$ cat src/rtl/uart_pkg.sv
// rtl/uart_pkg.sv - shared UART types, defaults and baud divider helper
package uart_pkg;

    localparam int unsigned DEFAULT_BAUD       = 9600;
    localparam int unsigned DEFAULT_OVERSAMPLE = 16;

    typedef enum logic [2:0] {
        ST_IDLE,
        ST_START,
        ST_DATA,
        ST_PARITY,
        ST_STOP
    } uart_state_e;

    // Clocks per oversample tick; integer truncation is intentional.
    function automatic int unsigned calc_div(input int unsigned clk_freq,
                                             input int unsigned baud,
                                             input int unsigned oversample);
        return clk_freq / (baud * oversample);
    endfunction

endpackage

$ cat src/rtl/uart_baud_tick.sv
// rtl/uart_baud_tick.sv - free-running oversample tick generator (one-clk enable every DIV clks)
module uart_baud_tick #(
    parameter int unsigned DIV = 651
) (
    input  logic clk,
    input  logic clr_n,
    output logic tick
);

    localparam int unsigned       CW   = (DIV > 1) ? $clog2(DIV) : 1;
    localparam logic [CW-1:0]     LAST = CW'(DIV - 1);

    logic [CW-1:0] cnt_q;
    logic [CW-1:0] cnt_d;

    // Count 0..DIV-1 and wrap; only reset restarts the phase.
    always_comb begin
        cnt_d = (cnt_q == LAST) ? '0 : cnt_q + 1'b1;
    end

    // Divider register.
    always_ff @(posedge clk or negedge clr_n) begin
        if (!clr_n) begin
            cnt_q <= '0;
        end else begin
            cnt_q <= cnt_d;
        end
    end

    assign tick = (cnt_q == LAST);

endmodule

$ cat src/rtl/uart_rx_core.sv
// rtl/uart_rx_core.sv - oversampling UART byte receiver; UART_RX_PARITY_EN adds an even-parity bit and parity_err
module uart_rx_core
    import uart_pkg::*;
#(
    parameter int unsigned CLK_FREQ   = 100_000_000,
    parameter int unsigned BAUD       = DEFAULT_BAUD,
    parameter int unsigned OVERSAMPLE = DEFAULT_OVERSAMPLE,
    parameter int unsigned DATA_BITS  = 8
) (
    input  logic                 clk,
    input  logic                 clr_n,
    input  logic                 rx,
    output logic [DATA_BITS-1:0] data_out,
    output logic                 rx_valid,
    output logic                 frame_err,
`ifdef UART_RX_PARITY_EN
    output logic                 parity_err,
`endif
    output logic                 busy
);

    localparam int unsigned    DIV      = calc_div(CLK_FREQ, BAUD, OVERSAMPLE);
    localparam int unsigned    SW       = $clog2(OVERSAMPLE);
    localparam int unsigned    BW       = (DATA_BITS > 1) ? $clog2(DATA_BITS) : 1;
    localparam logic [SW-1:0]  S_MID    = SW'(OVERSAMPLE / 2 - 1);
    localparam logic [SW-1:0]  S_LAST   = SW'(OVERSAMPLE - 1);
    localparam logic [BW-1:0]  BIT_LAST = BW'(DATA_BITS - 1);

    logic tick;
    logic rx_meta_q;
    logic rx_s_q;

    uart_state_e          state_q, state_d;
    logic                 armed_q, armed_d;
    logic [SW-1:0]        s_q, s_d;
    logic [BW-1:0]        bit_q, bit_d;
    logic [DATA_BITS-1:0] shift_q, shift_d;
    logic [DATA_BITS-1:0] data_q, data_d;
    logic                 valid_q, valid_d;
    logic                 ferr_q, ferr_d;
    logic                 busy_q;
`ifdef UART_RX_PARITY_EN
    logic                 par_bit_q, par_bit_d;
    logic                 perr_q, perr_d;
`endif

    uart_baud_tick #(.DIV(DIV)) u_tick (
        .clk   (clk),
        .clr_n (clr_n),
        .tick  (tick)
    );

    // Two-flop synchronizer; resets to the idle (high) line level.
    always_ff @(posedge clk or negedge clr_n) begin
        if (!clr_n) begin
            rx_meta_q <= 1'b1;
            rx_s_q    <= 1'b1;
        end else begin
            rx_meta_q <= rx;
            rx_s_q    <= rx_meta_q;
        end
    end

    // Next-state logic; a tick that causes a transition does not also advance s.
    always_comb begin
        state_d = state_q;
        armed_d = armed_q;
        s_d     = s_q;
        bit_d   = bit_q;
        shift_d = shift_q;
        data_d  = data_q;
        valid_d = 1'b0;
        ferr_d  = 1'b0;
`ifdef UART_RX_PARITY_EN
        par_bit_d = par_bit_q;
        perr_d    = 1'b0;
`endif
        case (state_q)
            ST_IDLE: begin
                s_d = '0;
                // armed needs a high line first, so a stuck-low line cannot retrigger.
                if (armed_q && !rx_s_q) begin
                    state_d = ST_START;
                    armed_d = 1'b0;
                end else if (rx_s_q) begin
                    armed_d = 1'b1;
                end
            end
            ST_START: begin
                if (tick) begin
                    if (s_q == S_MID) begin
                        s_d     = '0;
                        bit_d   = '0;
                        state_d = rx_s_q ? ST_IDLE : ST_DATA;
                    end else begin
                        s_d = s_q + 1'b1;
                    end
                end
            end
            ST_DATA: begin
                if (tick) begin
                    if (s_q == S_LAST) begin
                        shift_d = {rx_s_q, shift_q[DATA_BITS-1:1]};
                        s_d     = '0;
                        if (bit_q == BIT_LAST) begin
`ifdef UART_RX_PARITY_EN
                            state_d = ST_PARITY;
`else
                            state_d = ST_STOP;
`endif
                        end else begin
                            bit_d = bit_q + 1'b1;
                        end
                    end else begin
                        s_d = s_q + 1'b1;
                    end
                end
            end
`ifdef UART_RX_PARITY_EN
            ST_PARITY: begin
                if (tick) begin
                    if (s_q == S_LAST) begin
                        par_bit_d = rx_s_q;
                        s_d       = '0;
                        state_d   = ST_STOP;
                    end else begin
                        s_d = s_q + 1'b1;
                    end
                end
            end
`endif
            ST_STOP: begin
                if (tick) begin
                    if (s_q == S_LAST) begin
                        state_d = ST_IDLE;
                        armed_d = 1'b0;
                        s_d     = '0;
                        if (rx_s_q) begin
                            data_d  = shift_q;
                            valid_d = 1'b1;
                        end else begin
                            ferr_d = 1'b1;
                        end
`ifdef UART_RX_PARITY_EN
                        perr_d = (^shift_q) ^ par_bit_q;
`endif
                    end else begin
                        s_d = s_q + 1'b1;
                    end
                end
            end
            default: begin
                state_d = ST_IDLE;
                armed_d = 1'b0;
                s_d     = '0;
            end
        endcase
    end

    // Receiver state and registered outputs.
    always_ff @(posedge clk or negedge clr_n) begin
        if (!clr_n) begin
            state_q <= ST_IDLE;
            armed_q <= 1'b0;
            s_q     <= '0;
            bit_q   <= '0;
            shift_q <= '0;
            data_q  <= '0;
            valid_q <= 1'b0;
            ferr_q  <= 1'b0;
            busy_q  <= 1'b0;
`ifdef UART_RX_PARITY_EN
            par_bit_q <= 1'b0;
            perr_q    <= 1'b0;
`endif
        end else begin
            state_q <= state_d;
            armed_q <= armed_d;
            s_q     <= s_d;
            bit_q   <= bit_d;
            shift_q <= shift_d;
            data_q  <= data_d;
            valid_q <= valid_d;
            ferr_q  <= ferr_d;
            busy_q  <= (state_d != ST_IDLE);
`ifdef UART_RX_PARITY_EN
            par_bit_q <= par_bit_d;
            perr_q    <= perr_d;
`endif
        end
    end

    assign data_out  = data_q;
    assign rx_valid  = valid_q;
    assign frame_err = ferr_q;
    assign busy      = busy_q;
`ifdef UART_RX_PARITY_EN
    assign parity_err = perr_q;
`endif

endmodule

$ cat config.mk
export PLATFORM = sky130hd
export DESIGN_NAME = uart_rx_core
export DESIGN_NICKNAME = d
export VERILOG_FILES = /design/src/rtl/uart_pkg.sv /design/src/rtl/uart_baud_tick.sv /design/src/rtl/uart_rx_core.sv
export SDC_FILE = /design/constraint.sdc
export NUM_CORES = 1
export LEC_CHECK = 0
export ABC_AREA = 1
export BUFFER_PORTS_ARGS = -buffer_cell sky130_fd_sc_hd__buf_2
export CAP_MARGIN = 20
export CORE_MARGIN = 1.5
export CORE_UTILIZATION = 50
export DETAILED_ROUTE_END_ITERATION = 10
export PLACE_DENSITY = 0.68
export SLEW_MARGIN = 20
export SYNTH_ARGS = -nofsm -noshare
export SYNTH_HDL_FRONTEND = slang
export SYNTH_HIERARCHICAL = 1
export SYNTH_SLANG_ARGS = --single-unit
$ cat constraint.sdc
create_clock -name clk -period 2.4 [get_ports clk]
set_input_delay 0.24 -clock clk [delete_from_list [all_inputs] [get_ports clk]]
set_output_delay 0.24 -clock clk [all_outputs]
set_load 0.01 [all_outputs]
* Word-level counts from Yosys, hierarchy flattened
Cells that the tools add are included.
Storage, ports and cells: bits in registers 42, bits of input ports 3, output and inout bits 11
Cells by class: $add $sub $neg 3, equality and inequality tests 16, multiplexer cells 35, bitwise operators 1, reduce and logical (&&, ||, !) cells 12
Operator list (number):
- 2-to-1 mux 3 bit | 13
- 2-to-1 mux 4 bit | 4
- inequality test 2 bit, second input constant | 7
- 2-to-1 mux 1 bit | 12
- one-hot mux 3 bit (4 select lines) | 1
- adder 10 x 1 -> 10 bit, second input constant | 1
- == test 10 bit, second input constant | 1
- 2-to-1 mux 10 bit | 1
- one-hot mux 4 bit (2 select lines) | 1
- AND reduction 4 bit | 2
- == test 3 bit, second input constant | 2
- one-hot mux 3 bit (2 select lines) | 1
- AND reduction 6 bit | 1
- adder 4 x 1 -> 4 bit, second input constant | 1
- == test 4 x 3 -> 1 bit, second input constant | 1
- == test 4 bit, second input constant | 1
- OR reduction 2 bit | 2
- adder 3 x 1 -> 3 bit, second input constant | 1
- == test 3 x 1 -> 1 bit, second input constant | 1
- == test 3 x 2 -> 1 bit, second input constant | 1
- zero test 3 bit | 1
- inequality test 3 bit, second input constant | 1
- one-hot mux 1 bit (3 select lines) | 1
- AND reduction 3 bit | 1
- other kinds (8) | 8

* Logic depth before layout (Yosys ltp)
Gate-level depths: netlist of run 1.
word-level depth 6, depth in mapped cells 13

* By module
The synthesis of run 1 kept the hierarchy.
By module, submodules not included:
- uart_rx_core | instances 1, cells an instance 176, area each 1595.3 µm²
- uart_baud_tick | instances 1, cells an instance 62, area each 523.0 µm²

* Worst setup path before layout of run 1
No wires, ideal clock.
path kind flip-flop to flip-flop, start point register u_tick.cnt_q[0], end point register data_q[6], in the netlist data_out[6], data arrival time 1.707 ns, required time 2.282 ns, path slack 0.574 ns, stages on the path, launching flop included 14, clock period less this slack 1.826 ns, cells stage by stage dfrtp_1 > inv_1 > ha_1 > nand2_1 > nor2_1 > nand3_1 > inv_2 > buf_2 > inv_2 > nor2_8 > nand3_4 > buf_6 > nand2_2 > o21ai_2
On the way: cells in the longest elaborated chain, start to end 2
RTL lines:
- from (decl) | line uart_baud_tick.sv:13 | logic [CW-1:0] cnt_q;
- from (signal assigned) | line uart_baud_tick.sv:26 | cnt_q <= cnt_d;
- == test 10 bit | line uart_baud_tick.sv:30 | assign tick = (cnt_q == LAST);
- named net tick | line uart_rx_core.sv:29 | logic tick;
- AND reduction 4 bit (no source line)
- to (signal assigned) | line uart_rx_core.sv:182 | data_q <= data_d;
- to (decl) | line uart_rx_core.sv:38 | logic [DATA_BITS-1:0] data_q, data_d;
The timed path passes the listed nets, and every way through them passes these cells. A chain may end at the register's enable or synchronous reset.

* Worst setup path after layout of run 1
start point register u_tick.cnt_q[0], end point register data_q[3], in the netlist data_out[3]
The elaborated chain is that of the path after synthesis.

==> metrics.yaml, run 1 <==
synth_area_sq_um: 2120
nFillCells: 386
coreArea_sq_um: 4030
grt_pass1_vias: 1275
reg2reg_slack_ns: 0.46
r2r-start: "u_tick/cnt_q[0]"
final_core_util: 0.569
clkPwrFrac: 0.333
peakVddDrop_v: 0.000352
crit_buf_inv: 3
finalSetupViolCount: 0
crit_path_cell_trace: "inv_1 -> ha_1 -> nand2_1 -> nor2_1 -> nand3_1 -> inv_2 -> inv_2 -> nor2_8 -> nand3_4 -> nand2_1 -> o21ai_2"
hold_viol: 0
finClkSkew_ns: 0.00731
dp_hpwl_um: 2430
cts.path.max_buffers: 2
synth_warnings: 6
ctsHoldBuffers: 0
start_util: 0.526
busiest_layer: "met2"
cts_root_buf: "clkbuf_8"
die_w_um: 68.1
area_delta_synth_final_pct: 8.27
num_rows: 23
p_sw_uw: 372
die_area_sq_um: 4640
drv_slew: 0
crit_family: "simple AND/OR/NAND/NOR gates"
gr-usage-met1: 0.240
rsz0062_at_grt: "no"
drtIter0Drc: 42
nets: 262
cp-start-kind: "flop"
vias: 1474
place_area_sq_um: 2210
power_density_nw_per_um2: 590
ys_ff_latch: 42
drt-pass1-iter-count: 4
max_cap_viol_count: 0
grt_pass1_wl_um: 5900
r2r_end: "data_out[3]"
grtUsageTotal: 0.172
drive_above_1_share: 0.231
setup_tns_ns: 0
stdcell_area_sq_um: 2290
grt_max_degree: 43
timing.fmax_mhz: 515
seq_area_frac_synth: 0.497
syn_nets: 246
clock_sinks: 42
die_height_um: 68.1
ys_types: 29
holdPathStages: 1
r2r_cells: 11
post_drt_wl_per_cell_um: 11.2
intPower_uw: 981
diodes: 0
p_leak_uw: 0.00125
seqPwrFrac: 0.558
clk_latency_ns: 0.30
syn_inst: 238
critPathKind: "flop to flop"
ios: 14
vias_per_cell: 4.83
combPwrFrac: 0.110
route.detailed.drc: 0
clk_pin_slew_ns: 0.08
max_stage_delay_ns: 0.42
cts_setup_buffers: 0
p_sw_frac: 0.275
ctsResizeCount: 0
hold_path.class: "input port to flop"
outcome: "complete, no violations"
place.gp.congestion: 0.774
cts_tree: "built"
cts_inserted_buffers: 5
min_period_over_period: 0.809
drtAntennaViolNets: 0
slowest_stage: "dfrtp_1"
min_from: "rx"
worst_pin_slew_ns: 0.914
htree_levels: 2
syn_area_per_cell_sq_um: 8.90
whs_endpoint: "rx_meta_q"
required_ns: 2.59
wirelength_um: 3410
p_total_uw: 1350
slew_headroom: 0.390
arrival_ns: 2.13
io_buffers: 13
antenna_found_initial: 0
use_met3: 0.0493
grt_remaining_overflow: 0
critPathMaxFanout: 16
met2_usage: 0.252
crit_path_end_kind: "flop"
period_minus_slack_ns: 1.94
registers in the layout, indices dropped and copies added (netlist names):
signal and flops:
state_q 3, rx_s_q 1, rx_valid 1, rx_meta_q 1, bit_q 3, u_tick/cnt_q 10
shift_q 8, busy 1, s_q 4, data_out 8, armed_q 1, frame_err 1
area by class of cell:
cell class / instances / area [sq um] / area share
Clock buffer: 6 / 72.6 / 0.0316
Clock inverter: 2 / 13.8 / 0.00600
Inverter: 35 / 134 / 0.0584
Multi-Input combinational cell: 157 / 892 / 0.389
Sequential cell: 42 / 1050 / 0.459
Tap cell: 50 / 62.6 / 0.0273
Timing Repair Buffer: 13 / 65.1 / 0.0284
power groups by stage:
stage | Clock, uW | Combinational [uW] | Sequential (uW)
after floorplan | 0 | 102 | 767
after global placement | 0 | 148 | 768
after detailed placement | 0 | 151 | 769
after CTS | 469 | 152 | 755
after global routing | 500 | 172 | 758
final | 450 | 148 | 755
Yosys cell counts:
| master | count | area share |
|---|---|---|
| a21oi_1 | 3 | 0.0071 |
| nand2_1 | 60 | 0.11 |
| nor2_8 | 1 | 0.0095 |
| nand3_2 | 1 | 0.0047 |
| nand2_4 | 2 | 0.011 |
| xnor2_1 | 2 | 0.0083 |
| nor2_4 | 1 | 0.0053 |
| nand4_1 | 7 | 0.021 |
| or2_1 | 1 | 0.0030 |
| ha_1 | 5 | 0.030 |
| nor3_4 | 1 | 0.0077 |
| nor2_1 | 28 | 0.050 |
| clkinv_1 | 1 | 0.0018 |
| inv_2 | 4 | 0.0071 |
| nand3_1 | 11 | 0.026 |
| xor2_1 | 3 | 0.012 |
| nand2_2 | 5 | 0.015 |
| dfstp_2 | 2 | 0.025 |
| nand3b_1 | 1 | 0.0035 |
| o21ai_2 | 16 | 0.066 |
| nand3_4 | 2 | 0.017 |
| o21ai_0 | 4 | 0.0095 |
| inv_1 | 29 | 0.051 |
| buf_2 | 1 | 0.0024 |
| inv_4 | 1 | 0.0030 |
| buf_6 | 3 | 0.016 |
| a21oi_2 | 1 | 0.0041 |
| dfrtp_1 | 40 | 0.47 |
| nor2_2 | 2 | 0.0059 |
how the worst max path moves through the flow:
stage,start,end,slack [ns],cells past startpoint
2_1_floorplan,u_tick/cnt_q[0],data_out[6],0.57,13
3_3_place_gp,u_tick/cnt_q[0],data_out[2],0.51,11
3_5_place_dp,u_tick/cnt_q[0],data_out[3],0.46,11
4_1_cts,u_tick/cnt_q[0],data_out[3],0.45,11
5_1_grt,u_tick/cnt_q[0],data_out[0],0.18,12
6_report,u_tick/cnt_q[0],data_out[3],0.46,11
per-layer routing:
metal | routed length (um) | vias to the layer above | part of all wire
met4 | 61 | 0 | 0.018
met3 | 119 | 8 | 0.035
met1 | 1750 | 662 | 0.51
li1 | - | 782 | -
met2 | 1490 | 22 | 0.44
met5 | 0 | - | 0
logic make-up after synthesis:
| group | count (synthesis) | synth area share |
|---|---|---|
| buf+inv | 39 | 0.0815 |
| compound gates | 24 | 0.0868 |
| flops | 42 | 0.497 |
| fa+ha+maj | 5 | 0.0295 |
| xor+xnor | 5 | 0.0207 |
| simple gates | 123 | 0.284 |
metrics by stage:
stage | cells | setup slack, ns | hold slack (ns)
CTS | 305 | 0.449 | 0.0227
detailed placement | 297 | 0.462 | 0.347
global placement | 297 | 0.511 | 0.345
finish | 305 | 0.459 | 0.0315
floorplan | 238 | 0.574 | -0.0556
global route | 305 | 0.180 | 0.0102
cells in the final DEF (no fill, tap or decap):
cell / instances
or2_1: 1
nand2_4: 2
inv_2: 4
buf_2: 13
nor2_4: 1
a21oi_1: 3
nand3_2: 1
dfrtp_1: 40
ha_1: 5
o21ai_0: 4
nor3_4: 1
nand2_2: 5
xor2_1: 3
clkbuf_8: 5
a21oi_2: 1
nand3_4: 2
nand3_1: 11
nor2_8: 1
nor2_2: 2
clkinv_4: 1
dfstp_2: 2
inv_4: 1
nor2_1: 28
o21ai_2: 16
inv_1: 29
nand4_1: 7
clkinv_2: 1
clkbuf_1: 1
clkinv_1: 1
nand3b_1: 1
xnor2_1: 2
nand2_1: 60
No activity file was read; power rests on OpenSTA's default activity.
==> run 2: changes to the inputs <==
- PLACE_DENSITY: 0.68 -> 0.7
- clock period: 2.4 -> 1.7 ns (I/O delays scaled with it)
==> run 2 against run 1 <==
Against the previous run:
- final cell count rose by 2.3%
- clock power rose by 47%
- cell area increased by 4.5%
- register-to-register slack lost 0.43 ns
- non-clock buffer count is 6 higher
- critical path depth is the same
- die area stayed put
- setup slack worse by 0.43 ns
- clock-buffer cell count fell by 1
- total power rose by 44%
- flip-flop and latch count stayed put
- global-route usage is 0.48 points lower
- critical endpoint is now data_out[6]
==> metrics.yaml, run 2 (same netlist as run 1, synthesis figures left out) <==
rsz0062_at_grt: "yes"
required_ns: 1.89
drive_above_1_share: 0.267
drt-pass1-iter-count: 4
period_minus_slack_ns: 1.67
p_leak_uw: 0.00126
coreArea_sq_um: 4030
cp-start-kind: "flop"
setup_slack_ns: 0.0265
nets: 269
critPathMaxFanout: 8
r2r_cells: 11
crit_path_cell_trace: "inv_1 -> ha_1 -> nand2_1 -> nor2_1 -> nand3_2 -> inv_4 -> inv_6 -> nor2_8 -> nand3_4 -> nand2_2 -> o21ai_2"
place_ws_ns: 0.00498
min_from: "rx_meta_q"
clk_latency_ns: 0.30
final_common_cell: "nand2_1"
io_buffers: 13
timing.fmax_mhz: 598
arrival_ns: 1.86
clk_pin_slew_ns: 0.08
slew_headroom: 0.660
whs_endpoint: "rx_s_q"
drtAntennaViolNets: 0
die_height_um: 68.1
ios: 14
slowest_stage: "dfrtp_1"
grtUsageTotal: 0.167
grt_pass1_vias: 1339
holdPathStages: 0
power_density_nw_per_um2: 813
holdWs_ns: 0.358
place.gp.congestion: 0.789
cts_tree: "built"
start_util: 0.526
max_stage_delay_ns: 0.38
crit_start: "u_tick/cnt_q[0]"
min_period_over_period: 0.984
post_drt_wl_per_cell_um: 11.3
largest_reg_flops: 10
r2r-start: "u_tick/cnt_q[0]"
top_register: "u_tick/cnt_q"
grt_remaining_overflow: 0
dp_hpwl_um: 2420
grt_pass1_wl_um: 5710
cts_inserted_buffers: 5
worst_pin_slew_ns: 0.510
num_rows: 23
htree_levels: 2
finalSetupViolCount: 0
diodes: 0
outcome: "complete, no violations"
cts.path.max_buffers: 2
wirelength_um: 3510
cts_setup_buffers: 0
hold_viol: 0
vias_per_cell: 4.82
max_cap_viol_count: 0
layout_common_cells: "nand2_1 (58), dfrtp_1 (40), inv_1 (28), nor2_1 (27), o21ai_2 (16)"
crit_path_end_kind: "flop"
critPathKind: "flop to flop"
hold_path.class: "flop to flop"
grt_max_degree: 43
cts_root_buf: "clkbuf_8"
route.detailed.drc: 0
die_area_sq_um: 4640
vias: 1504
reg2reg_slack_ns: 0.03
antenna_found_initial: 0
finClkSkew_ns: 0.00707
drtIter0Drc: 109
peakVddDrop_v: 0.000645
clock_sinks: 42
die_w_um: 68.1
area_delta_synth_final_pct: 13.2
drv_slew: 0
r2r_end: "data_out[6]"
[run 2: cell count changes in the layout (fill, tap and decap cells not counted), sizes merged]
cell         delta
buf             +4
clkbuf          -1
clkinv          -1
clkinvlp        +1
dlygate4sd3     +2
inv             +1
nand3           +1
[run 2: worst max-delay path, delay by kind of cell, from the launching register on]
kind	cells	cell delay, ns
adder cells (fa/ha/maj)	1	0.14
AO/OA/AOI/OAI	1	0.05
buffers and inverters	3	0.23
AND/OR/NAND/NOR	6	0.77
flip-flops	1	0.38
[run 2: power breakdown]
group | internal [uW] | switching [uW] | leakage, uW | total (uW)
registers | 1030 | 34.1 | 0.000555 | 1070
logic | 72.5 | 150 | 0.000659 | 223
clock network | 296 | 365 | 0.0000447 | 661
[run 2: final cells by class]
| cell class | instances | area, sq um |
|---|---|---|
| tap | 50 | 62.6 |
| fill | 354 | 1630 |
| timing repair buffer | 19 | 115 |
| inverter | 35 | 141 |
| clock buffer | 5 | 68.8 |
| multi-input combinational | 158 | 931 |
| clock inverter | 3 | 25.0 |
| sequential | 42 | 1050 |
[run 2: metal layers]
| metal | vias to the layer above | wire [um] | GRT usage |
|---|---|---|---|
| met1 | 679 | 1760 | 0.218 |
| met4 | 0 | 72 | 0.0850 |
| met3 | 7 | 119 | 0.0477 |
| met2 | 26 | 1560 | 0.254 |
| li1 | 792 | - | - |
| met5 | - | 0 | 0 |
[run 2: metrics by stage]
step | instances | area, sq um | TNS [ns] | power, uW | util
finish | 312 | 2400 | 0 | 1950 | 0.595
global route | 312 | 2400 | -0.781 | 2060 | 0.595
CTS | 312 | 2370 | 0 | 1970 | 0.589
detailed placement | 301 | 2240 | 0 | 1300 | 0.557
global placement | 301 | 2240 | 0 | 1300 | 0.557
floorplan | 238 | 2130 | -0.0184 | 1230 | -
[run 2: worst max-delay path by stage]
stage	end	slack (ns)	cells after the start
floorplan	data_out[6]	-0.007	13
global placement	data_out[1]	0.06	11
detailed placement	data_out[1]	0.005	11
CTS	shift_q[7]	0.05	11
global route	data_out[6]	-0.08	11
finish	data_out[6]	0.03	11
[run 2: timing repair]
item	4_1_cts	5_1_grt
endpoints found under the setup margin	6	18
gates cloned	1	0
endpoints found under the hold margin	41	0
pin swaps	1	2
gates resized for setup	1	9
hold buffers	2	0
